**src/rtl/vector_serializer.sv**
```systemverilog
// vector_serializer: buffers one N-element vector per handshake and streams it out one element per beat
module vector_serializer #(
    parameter int N = 8,
    parameter int W = 16
) (
    input  logic                 clk_i,
    input  logic                 rst_i,
    input  logic [N*W-1:0]       vec_i,
    input  logic                 in_valid_i,
    output logic                 in_ready_o,
    output logic [W-1:0]         elem_o,
    output logic [$clog2(N)-1:0] idx_o,
    output logic                 last_o,
    output logic                 out_valid_o,
    input  logic                 out_ready_i
);
    localparam int IW = $clog2(N);

    typedef enum logic {IDLE, SEND} state_t;

    state_t         state_q, state_d;
    logic [IW-1:0]  idx_q, idx_d;
    logic [N*W-1:0] buf_q, buf_d;
    logic           send, accept, beat;

    assign send        = state_q == SEND;
    assign out_valid_o = send;
    assign last_o      = send && idx_q == IW'(N - 1);
    assign idx_o       = send ? idx_q : '0;
    assign elem_o      = send ? buf_q[idx_q*W +: W] : '0;
    assign in_ready_o  = !send || (last_o && out_ready_i);
    assign accept      = in_valid_i && in_ready_o;
    assign beat        = send && out_ready_i;

    // A capture always restarts at element 0; the last beat without a new vector empties the buffer
    always_comb begin
        state_d = accept ? SEND : (beat && last_o) ? IDLE : state_q;
        idx_d   = accept ? '0 : (beat && !last_o) ? idx_q + 1'b1 : idx_q;
        buf_d   = accept ? vec_i : buf_q;
    end

    // Control state; reset drops any partially sent vector
    always_ff @(posedge clk_i) begin
        if (rst_i) begin
            state_q <= IDLE;
            idx_q   <= '0;
        end else begin
            state_q <= state_d;
            idx_q   <= idx_d;
        end
    end

    // Vector buffer; contents are only observed while streaming, so no reset
    always_ff @(posedge clk_i) begin
        buf_q <= buf_d;
    end
endmodule

```
**config.mk**
```make
export PLATFORM = sky130hd
export DESIGN_NAME = vector_serializer
export DESIGN_NICKNAME = d
export VERILOG_FILES = /design/src/rtl/vector_serializer.sv
export SDC_FILE = /design/constraint.sdc
export NUM_CORES = 1
export LEC_CHECK = 0
export BUFFER_PORTS_ARGS = -buffer_cell sky130_fd_sc_hd__buf_2
export CAP_MARGIN = 20
export CORE_MARGIN = 1
export CORE_UTILIZATION = 55
export DETAILED_ROUTE_END_ITERATION = 7
export PLACE_DENSITY = 0.84
export SLEW_MARGIN = 25
export SYNTH_ARGS = -nofsm -noshare
export SYNTH_HDL_FRONTEND = slang
export SYNTH_SLANG_ARGS = --single-unit
```
**constraint.sdc**
```tcl
create_clock -name clk_i -period 13.34 [get_ports clk_i]
set_clock_uncertainty 0.1 [all_clocks]
set_input_delay 1.334 -clock clk_i [delete_from_list [all_inputs] [get_ports clk_i]]
set_output_delay 1.334 -clock clk_i [all_outputs]
set_load 0.005 [all_outputs]
```
Word level (Yosys, flattened, before mapping)
Cells that the tools add are included.
Operators by class
  reduce and logical (&&, ||, !) cells: 11
  shift operators: 1
  $add $sub $neg: 1
  muxes and demuxes: 4
  equal/unequal tests: 1
Operators by type and width (count)
  $shiftx A128 B8 Y16: 1
  $mux W16: 1
  $logic_and A1 B1 Y1: 6
  $add A3 B1 Y3 const B: 1
  $eq A3 B3 Y1 const B: 1
  $mux W3: 1
  $logic_not A1 Y1: 2
  $mux W1: 2
  $reduce_bool A2 Y1: 1
  $reduce_or A2 Y1: 1
  $logic_or A1 B1 Y1: 1
Word-level totals
  bits of input ports: 132
  word-level logic and storage cells: 21
  register bits after elaboration: 132
  output and inout port bits: 22

Longest topological paths before layout
Gate-level depths: netlist (run 1).
  depth in word-level cells: 6
  depth in mapped cells: 5
  mapped depth without buffers: 5

Worst setup path after synthesis (run 1)
No wires, ideal clock.
  kind: input to register
  start point: input out_ready_i
  end point: register buf_q[0] (enable)
  buffers on the path: 0
  stages: 2
  setup time: 502 ps
  arrival time: 4440 ps
  path slack: 8299 ps
  cells stage by stage: a21bo_2 > and2_1
Between the ends
  word-level cells in the longest chain between the ends: 3
Ends and longest elaborated chain
  from (decl): RTL line 15  | input logic out_ready_i
  $logic_and A1 B1 Y1: RTL line 31  | assign in_ready_o = !send || (last_o && out_ready_i);
  $logic_or A1 B1 Y1: RTL line 31
  $logic_and A1 B1 Y1: RTL line 32  | assign accept = in_valid_i && in_ready_o;
  net accept: RTL line 24  | logic send, accept, beat;
  to (signal assigned): RTL line 55  | buf_q <= buf_d;
  to (decl): RTL line 23  | logic [N*W-1:0] buf_q, buf_d;
The timed path passes the listed nets, and every way through them passes these cells.
A chain may end at the register's enable or synchronous reset.

Final worst setup path (run 1)
  start point: register idx_q[2]
  end point: output elem_o[14]
Between the ends
  word-level cells in the longest chain between the ends: 2
Ends and longest elaborated chain
  from (decl): RTL line 22  | logic [IW-1:0] idx_q, idx_d;
  from (signal assigned): RTL line 49  | idx_q <= idx_d;
  $shiftx A128 B8 Y16: RTL line 30  | assign elem_o = send ? buf_q[idx_q*W +: W] : '0;
  $mux W16: RTL line 30
  to (decl): RTL line 11  | output logic [W-1:0] elem_o,
No other way between the ends.

==> summary.txt, run 1 <==
Cells and area
  • Final nets: around 560
  • N_diodes: 0
  • Fillers: 565
  • Area delta synth->final: 27.09%
  • Layout Cells excl Fill: 545
  • Share of cells above drive strength 1: 49.89%
  • Finished Cell Area: 0.006545 mm2

Setup path
  • WS Path Type: register to primary output
  • Critical Path Source Type: register
  • WP buf/inv: 1
  • Crit Path Max Fanout: 21
  • Worst Setup SP: idx_q[2]
  • CP peak stage delay: 0.88 ns
  • Critical-path cell list: nand2_1, o21ai_0, a211oi_2, buf_2
  • CP Capture Type: primary output
  • R2r setup slk: approximately 10 ns
  • CP max stage cell: dfxtp_1
  • Critical R2R Launch: idx_q[1]
  • CP delay by family, top: flip-flops
  • WP data required: 11.91 ns
  • Crit path DAT: 2.60 ns

STA
  • Pins over their slew limit: 0
  • Achievable Freq: 247.8 MHz
  • Slew HR: 42.42%
  • Setup TNS: 0 ns
  • Worst Tran Pin Value: 0.8625 ns
  • Final hold viol count: 0
  • Min Tclk post-route: 4.035 ns
  • WHS: 0.7352 ns
  • Final setup violation count: 0
  • Post-route worst setup slack: 9.305 ns
  • Final Cycle Share: a little under a third
  • Unrepaired setup endpoints after global routing: no

Yosys
  • Post-Syn Instances: approximately 260
  • Sequential area share after synthesis: approximately 76%
  • Yosys synthesis warning count: 0
  • Post-synth net total: ~400
  • Yosys top cell area share: 74.64%
  • Fraction of registers with async set/reset: 0%
  • Most used DFF post-synth: edfxtp_1
  • Post-synth EDFFs: 128
  • Mapped Avg Cell Area: 19.58 um2
  • Cell with the most instances after synthesis: edfxtp_1
  • Area leader, netlist: edfxtp_1
  • Yosys reg bits: 132
  • Ranking of synthesized cells by area: edfxtp_1 (75%), mux4_2 (4.8%), mux2i_1 (3.5%)
  • Mapped Area: 0.005150 mm2
  • Cell variety after synth: 26
  • Top cells by count, synth: edfxtp_1 (128), mux2i_1 (18), nor2_1 (18)

Floorplanning
  • Chip Height: roughly 99 um
  • I/O Pins: approximately 150
  • Site Rows: 34
  • Floorplan core area: 0.008891 mm2
  • Initial Util: 57.92%
  • Full die area: about 0.01 mm2
  • Die width: 98.77 um

Status
  • Status: complete, no violations

Place
  • Dpl cells: 513
  • Worst slack, placed: 9.702 ns
  • Cell Area, Placed: 0.005986 mm2
  • Routability cong.: 0.7781
  • Final HPWL DP: 6684 um
  • I/O Buffers: 153

Clock network
  • CTS max path bufs: 2
  • Clk_lat worst skew: 0.49 ns
  • Hold buffer count at CTS: 0
  • CTS resizes: 0
  • Clk pin slew, worst setup/hold paths: 0.05 ns
  • Clock Root Buffer: clkbuf_8
  • Clk sinks: 132
  • Htree depth: 4
  • Post-CTS setup buffer count: 0
  • Number of buffers created by CTS: 17
  • TritonCTS clock tree: done

GRT
  • Initial antenna violation count: 0
  • GR Util met3: under 10%
  • Vias in the first global route: 3082
  • Largest net degree at the start of global routing: 69
  • Met1 Use GR: 28.01%
  • Global routing's busiest layer: met2
  • Met2 Use GR: 37.01%
  • First-pass GRT wire length: between 15000 and 20000 um
  • Gr ovfl total: 0
  • Total GRT Usage: 22.22%

Power
  • Comb pwr share: 5.6%
  • Power share of the clock group: between 40% and 50%
  • Pwr dens: between 100 and 150 mW/mm2
  • Static leakage: 2.504 nW
  • Maximum vdd drop: 103.0 uV
  • Switching fraction of total power: 20.21%
  • Cell Int Power: ~0.00078 W
  • Sequential group share of total power: slightly above 50%
  • Psw: 0.0001967 W

Route
  • Via count: about 2900
  • Drt wl/cell: about 18 um
  • First-pass DRT Iterations: 4
  • # DRC: 0
  • DRC violation total after the first TritonRoute iteration: 157
  • WL final: 10050 um
  • Detail Route Antenna Nets: 0
  • Number of vias per cell: between 5 and 6

Min path
  • Worst hold path class: register to register
  • HP Start: idx_q[0]

Run
  • Number of max-cap violations: 0
-- registers in the layout, indices dropped and copies added, names as in the netlist --
name         count
idx_q            3
buf_q          128
out_valid_o      1
-- worst register-to-register path, cell delays in order (launching register included) --
cell,delay [ns]
dfxtp_2,0.48
buf_4,0.55
ha_1,0.27
ha_1,0.18
a21bo_2,0.17
and2_4,0.64
buf_4,0.80
-- routing by layer --
layer  part of all wire, %  up-vias
met5                     0        -
met4                   1.4        0
met3                   5.7       10
met2                    52      129
met1                    40     1400
li1                      -     1386
-- metrics by stage --
step                utilization [%]   power, W
floorplan                         -  0.0005239
global placement              67.32  0.0005493
detailed placement            67.32  0.0005525
CTS                           73.61  0.0009809
global route                  73.61   0.001008
finish                        73.61  0.0009730
-- final timing paths --
check,end,cells past startpoint
hold reg to reg,idx_q[0],3
setup reg to reg,buf_q[117],6
setup / recovery,elem_o[14],4
hold / removal,idx_q[0],3
-- placed cells by master, fill, tap and decap left out, types with 4 or more instances in the layout --
master / instances
mux2i_1: 18
a211oi_1: 15
and2_1: 4
buf_2: 153
mux4_1: 5
edfxtp_1: 128
clkbuf_16: 16
clkinv_4: 5
nor2_1: 18
mux4_2: 11
mux2_2: 16
buf_4: 4
o21ai_0: 16
-- kinds of logic (layout without fill, tap and decap cells) --
logic type | count (synthesis) | count (layout) | share of synthesized area (%)
buffers and inverters | 16 | 190 | 1.992
AND/OR/NAND/NOR | 27 | 27 | 2.381
adder cells (fa/ha/maj) | 2 | 2 | 0.4858
AO/OA/AOI/OAI | 35 | 35 | 4.422
XOR/XNOR | 1 | 1 | 0.1701
multiplexers | 50 | 50 | 14.36
flip-flops | 132 | 132 | 76.19
-- power by group through the flow --
stage | logic [W] | registers [W] | clock network, W
CTS | 0.0000551 | 0.000490 | 0.000436
detailed placement | 0.0000547 | 0.000498 | 0
global route | 0.0000602 | 0.000491 | 0.000456
finish | 0.0000544 | 0.000489 | 0.000429
floorplan | 0.0000271 | 0.000497 | 0
global placement | 0.0000531 | 0.000496 | 0
-- area by class of cell --
cell class | instances | area (um2) | share of cell area [%]
clock buffers | 20 | 425.4 | 6.500
clock inverters | 12 | 133.9 | 2.045
inverters | 1 | 3.754 | 0.05735
multi-input cells | 115 | 1126 | 17.21
flip-flops and latches | 132 | 3925 | 59.97
well taps | 108 | 135.1 | 2.065
repair buffers | 157 | 795.8 | 12.16
Power figures use the tool's default switching activity.
==> run 2, diff against run 1 <==
CORE_UTILIZATION = 46   (was 55)
PLACE_DENSITY = 0.75   (was 0.84)
clock period = 3.48 ns   (was 13.34 ns; I/O delays follow)
==> run 2 against run 1 <==
Against the previous run:
- the run now fails in 4_1_cts
- area after synthesis did not move
- synthesized cell count unchanged
==> summary.txt, run 2 <==
Yosys
  • Most used DFF post-synth: edfxtp_1
  • Sequential area share after synthesis: 76.19%
  • Mapped Avg Cell Area: 19.58 um2
  • Yosys top cell area share: between 70% and 80%
  • Post-synth net total: 397
  • Mapped Area: 0.005150 mm2
  • Post-Syn Instances: around 260
  • Yosys reg bits: 132
  • Fraction of registers with async set/reset: 0%
  • Area leader, netlist: edfxtp_1
  • Ranking of synthesized cells by area: edfxtp_1 (75%), mux4_2 (4.8%), mux2i_1 (3.5%)
  • Cell with the most instances after synthesis: edfxtp_1
  • Yosys synthesis warning count: 0
  • Cell variety after synth: 26
  • Top cells by count, synth: edfxtp_1 (128), mux2i_1 (18), nor2_1 (18)
  • Post-synth EDFFs: 128

Clock network
  • Number of buffers created by CTS: 17
  • Post-CTS setup buffer count: 0
  • CTS max path bufs: 2
  • Htree depth: 4
  • Clk sinks: 132
  • Hold buffer count at CTS: around 120
  • CTS resizes: 0
  • Clock Root Buffer: clkbuf_8

Status
  • Fail Step: 4_1_cts
  • Halt Reason: [ERROR RSZ-0060] Max buffer count reached.
  • Status: aborted with a tool error

Floorplanning
  • Chip Height: between 100 and 150 um
  • Site Rows: 38
  • Die width: approximately 110 um
  • I/O Pins: roughly 150
  • Initial Util: 47.30%

Place
  • Dpl cells: 546
  • I/O Buffers: 153
  • Routability cong.: 0.7959
## run 2: cell counts after synthesis
No cell type changed its count.
## run 2: cells by family after synthesis
group | Yosys count | share of synthesized area (%)
buf+inv | 16 | 1.992
flops | 132 | 76.19
simple gates | 27 | 2.381
xor+xnor | 1 | 0.1701
fa+ha+maj | 2 | 0.4858
compound gates | 35 | 4.422
mux | 50 | 14.36
## run 2: through the flow
step / hold slack (ns) / setup slack (ns) / area [um2] / utilization [%]
2_1_floorplan: 0.3171 / 0.5353 / 5151 / -
3_3_place_gp: 0.4248 / 1.211 / 6048 / 55.55
3_5_place_dp: 0.4261 / 1.168 / 6048 / 55.55
==> run 3, diff against run 2 <==
CORE_UTILIZATION = 40   (was 46)
PLACE_DENSITY = unset   (was 0.75)
PLACE_DENSITY_LB_ADDON = 0.15   (was unset)
clock period = 4.5 ns   (was 3.48 ns; I/O delays follow)
==> run 3 against run 2 <==
Against the previous run:
- the run now ends clean
==> summary.txt, run 3 (same netlist as run 1, synthesis figures left out) <==
STA
  • Setup TNS: 0 ns
  • Pins over their slew limit: 0
  • Final setup violation count: 0
  • Final hold viol count: 0
  • Unrepaired setup endpoints after global routing: no
  • Slew HR: 37.75%
  • Final Cycle Share: 65.93%
  • Achievable Freq: 337.0 MHz
  • Worst Tran Pin Value: about 0.93 ns
  • Min Tclk post-route: 2.967 ns
  • Post-route worst setup slack: 1.533 ns

Clock network
  • CTS max path bufs: 2
  • Clk_lat worst skew: 0.41 ns
  • Clock Root Buffer: clkbuf_16
  • Clk sinks: 132
  • CTS resizes: 0
  • TritonCTS clock tree: done
  • Clk pin slew, worst setup/hold paths: roughly 0.06 ns
  • Number of buffers created by CTS: 17
  • Hold buffer count at CTS: 0
  • Post-CTS setup buffer count: 0
  • Htree depth: 4

GRT
  • Initial antenna violation count: 0
  • Largest net degree at the start of global routing: 65
  • Vias in the first global route: roughly 3000
  • Total GRT Usage: 16.61%
  • Gr ovfl total: 0
  • First-pass GRT wire length: 15440 um

Place
  • Final HPWL DP: 7097 um
  • Routability cong.: 0.7525
  • I/O Buffers: roughly 150
  • Cell Area, Placed: a little over 0.006 mm2
  • Worst slack, placed: 1.680 ns

Setup path
  • CP Capture Type: primary output
  • Crit Path Max Fanout: 21
  • CP max stage cell: dfxtp_2
  • WS Path Type: register to primary output
  • Critical Path Source Type: register
  • WP buf/inv: 1
  • WP data required: 3.95 ns
  • CP peak stage delay: 0.78 ns
  • Crit path DAT: 2.42 ns
  • Critical-path cell list: nand2_1, o21ai_0, a211oi_1, buf_2
  • CP delay by family, top: flip-flops

Floorplanning
  • Die width: 115.5 um
  • Initial Util: 40.98%
  • I/O Pins: 154
  • Floorplan core area: 0.01257 mm2
  • Chip Height: 115.5 um
  • Site Rows: 41
  • Full die area: approximately 0.013 mm2

Power
  • Cell Int Power: 0.002259 W
  • Sequential group share of total power: 51.3%
  • Psw: 0.0005730 W
  • Total power: between 0.002 and 0.003 W
  • Static leakage: 2.492 nW
  • Pwr dens: 428.5 mW/mm2
  • Maximum vdd drop: 242.5 uV
  • Switching fraction of total power: 20.24%
  • Comb pwr share: ~5.7%
  • Power share of the clock group: 43.0%

Cells and area
  • Final core occ: 52.57%
  • Fillers: around 1100
  • Area delta synth->final: 28.30%
  • Most frequent cells in the layout: buf_2 (153), edfxtp_1 (128), mux2i_1 (18), nor2_1 (18), clkbuf_16 (17)
  • Register area: roughly 0.004 mm2
  • Finished Cell Area: 0.006608 mm2
  • Share of cells above drive strength 1: between 40 and 50%
  • Footprint of the multi-input gates: 0.001129 mm2
  • Most common cell after layout, fill and taps aside: buf_2
  • Largest register FFs: approximately 130
  • Reg with most FFs: buf_q
  • Final nets: approximately 560
  • N_diodes: 0

Route
  • Via count: 2890
  • # DRC: 0
  • Detail Route Antenna Nets: 0
  • Drt wl/cell: 17.41 um
  • First-pass DRT Iterations: 5
  • DRC violation total after the first TritonRoute iteration: between 90 and 100
  • Number of vias per cell: 4.745
  • WL final: around 11000 um

Min path
  • Worst hold path class: primary input to register

Run
  • Number of max-cap violations: 0

Status
  • Status: complete, no violations
==> run 3: path summary, 6_finish.rpt <==
kind              depth (start not counted)  slack [ns]       start         end
hold reg to reg                           3        0.51    idx_q[1]    idx_q[1]
setup reg to reg                          5        1.75    idx_q[0]   buf_q[50]
setup / recovery                          4        1.53    idx_q[0]   elem_o[5]
hold / removal                            1        0.11  vec_i[111]  buf_q[111]
==> run 3: cell type report <==
class / instances / share of cell area [%]
multi-input combinational: 115 / 17.08
inverter: 1 / 0.05681
clock buffer: 19 / 6.552
timing repair buffer: 157 / 12.23
clock inverter: 13 / 1.401
sequential: 132 / 59.42
tap: 172 / 3.257
==> run 3: power by group through the flow <==
stage / Clock, W / Combinational, W / Sequential [W]
after global routing: 0.00129 / 0.000176 / 0.00146
after floorplan: 0 / 0.0000803 / 0.00147
after detailed placement: 0 / 0.000162 / 0.00148
final: 0.00122 / 0.000160 / 0.00145
after global placement: 0 / 0.000160 / 0.00148
after CTS: 0.00124 / 0.000163 / 0.00145
==> run 3: per-stage QoR <==
stage | hold WS [ns] | std cells
after CTS | 0.09445 | 609
after detailed placement | 0.4985 | 577
after global placement | 0.4790 | 577
final | 0.1124 | 609
after floorplan | 0.4191 | 263
after global routing | 0.09316 | 609
==> run 3: per-layer routing <==
metal	up-vias	GRT usage, %	part of all wire (%)	wire [um]
li1	1385	-	-	-
met1	1379	20.86	42	4455
met2	110	26.83	50	5251
met3	16	5.021	6.5	690
met4	0	7.100	2.0	207
met5	-	0	0	0
==> run 4, diff against run 3 <==
clock period = 2.45 ns   (was 4.5 ns; I/O delays follow)
==> run 4 against run 3 <==
Against the previous run:
- area after synthesis did not move
- synthesized cell count did not move
- the flow now stops in 4_1_cts
==> summary.txt, run 4 <==
Yosys
  • Mapped Area: 0.005150 mm2
  • Yosys synthesis warning count: 0
  • Yosys top cell area share: 74.64%
  • Post-Syn Instances: approximately 260
  • Ranking of synthesized cells by area: edfxtp_1 (75%), mux4_2 (4.8%), mux2i_1 (3.5%)
  • Top cells by count, synth: edfxtp_1 (128), mux2i_1 (18), nor2_1 (18)
  • Fraction of registers with async set/reset: 0%
  • Most used DFF post-synth: edfxtp_1
  • Cell variety after synth: 26
  • Cell with the most instances after synthesis: edfxtp_1
  • Area leader, netlist: edfxtp_1
  • Post-synth net total: between 300 and 400
  • Mapped Avg Cell Area: 19.58 um2
  • Sequential area share after synthesis: 76.19%
  • Post-synth EDFFs: 128
  • Yosys reg bits: 132

Clock network
  • Number of buffers created by CTS: 17
  • CTS max path bufs: 2
  • Post-CTS setup buffer count: 0
  • Hold buffer count at CTS: 125
  • Clk sinks: about 130
  • CTS resizes: 2
  • Clock Root Buffer: clkbuf_16
  • Htree depth: 4

Status
  • Fail Step: 4_1_cts
  • Status: aborted with a tool error
  • Halt Reason: [ERROR RSZ-0060] Max buffer count reached.

Place
  • Cell Area, Placed: 0.006182 mm2
  • Routability cong.: 0.7518
  • Dpl cells: 587
  • I/O Buffers: 153
  • Final HPWL DP: roughly 7600 um

Floorplanning
  • Chip Height: 115.5 um
  • Site Rows: 41
  • I/O Pins: 154
  • Die width: between 100 and 150 um
  • Initial Util: 40.98%
-- run 4: cell families after synthesis --
group	synth area share (%)
XOR/XNOR	0.1701
AO/OA/AOI/OAI	4.422
buffers and inverters	1.992
flip-flops	76.19
multiplexers	14.36
adder cells (fa/ha/maj)	0.4858
AND/OR/NAND/NOR	2.381
-- run 4: stage by stage --
stage               setup slack [ns]  hold slack, ns  util (%)
floorplan                     0.1730          0.2141         -
global placement              0.2948          0.3202     49.19
detailed placement            0.3126          0.3231     49.19
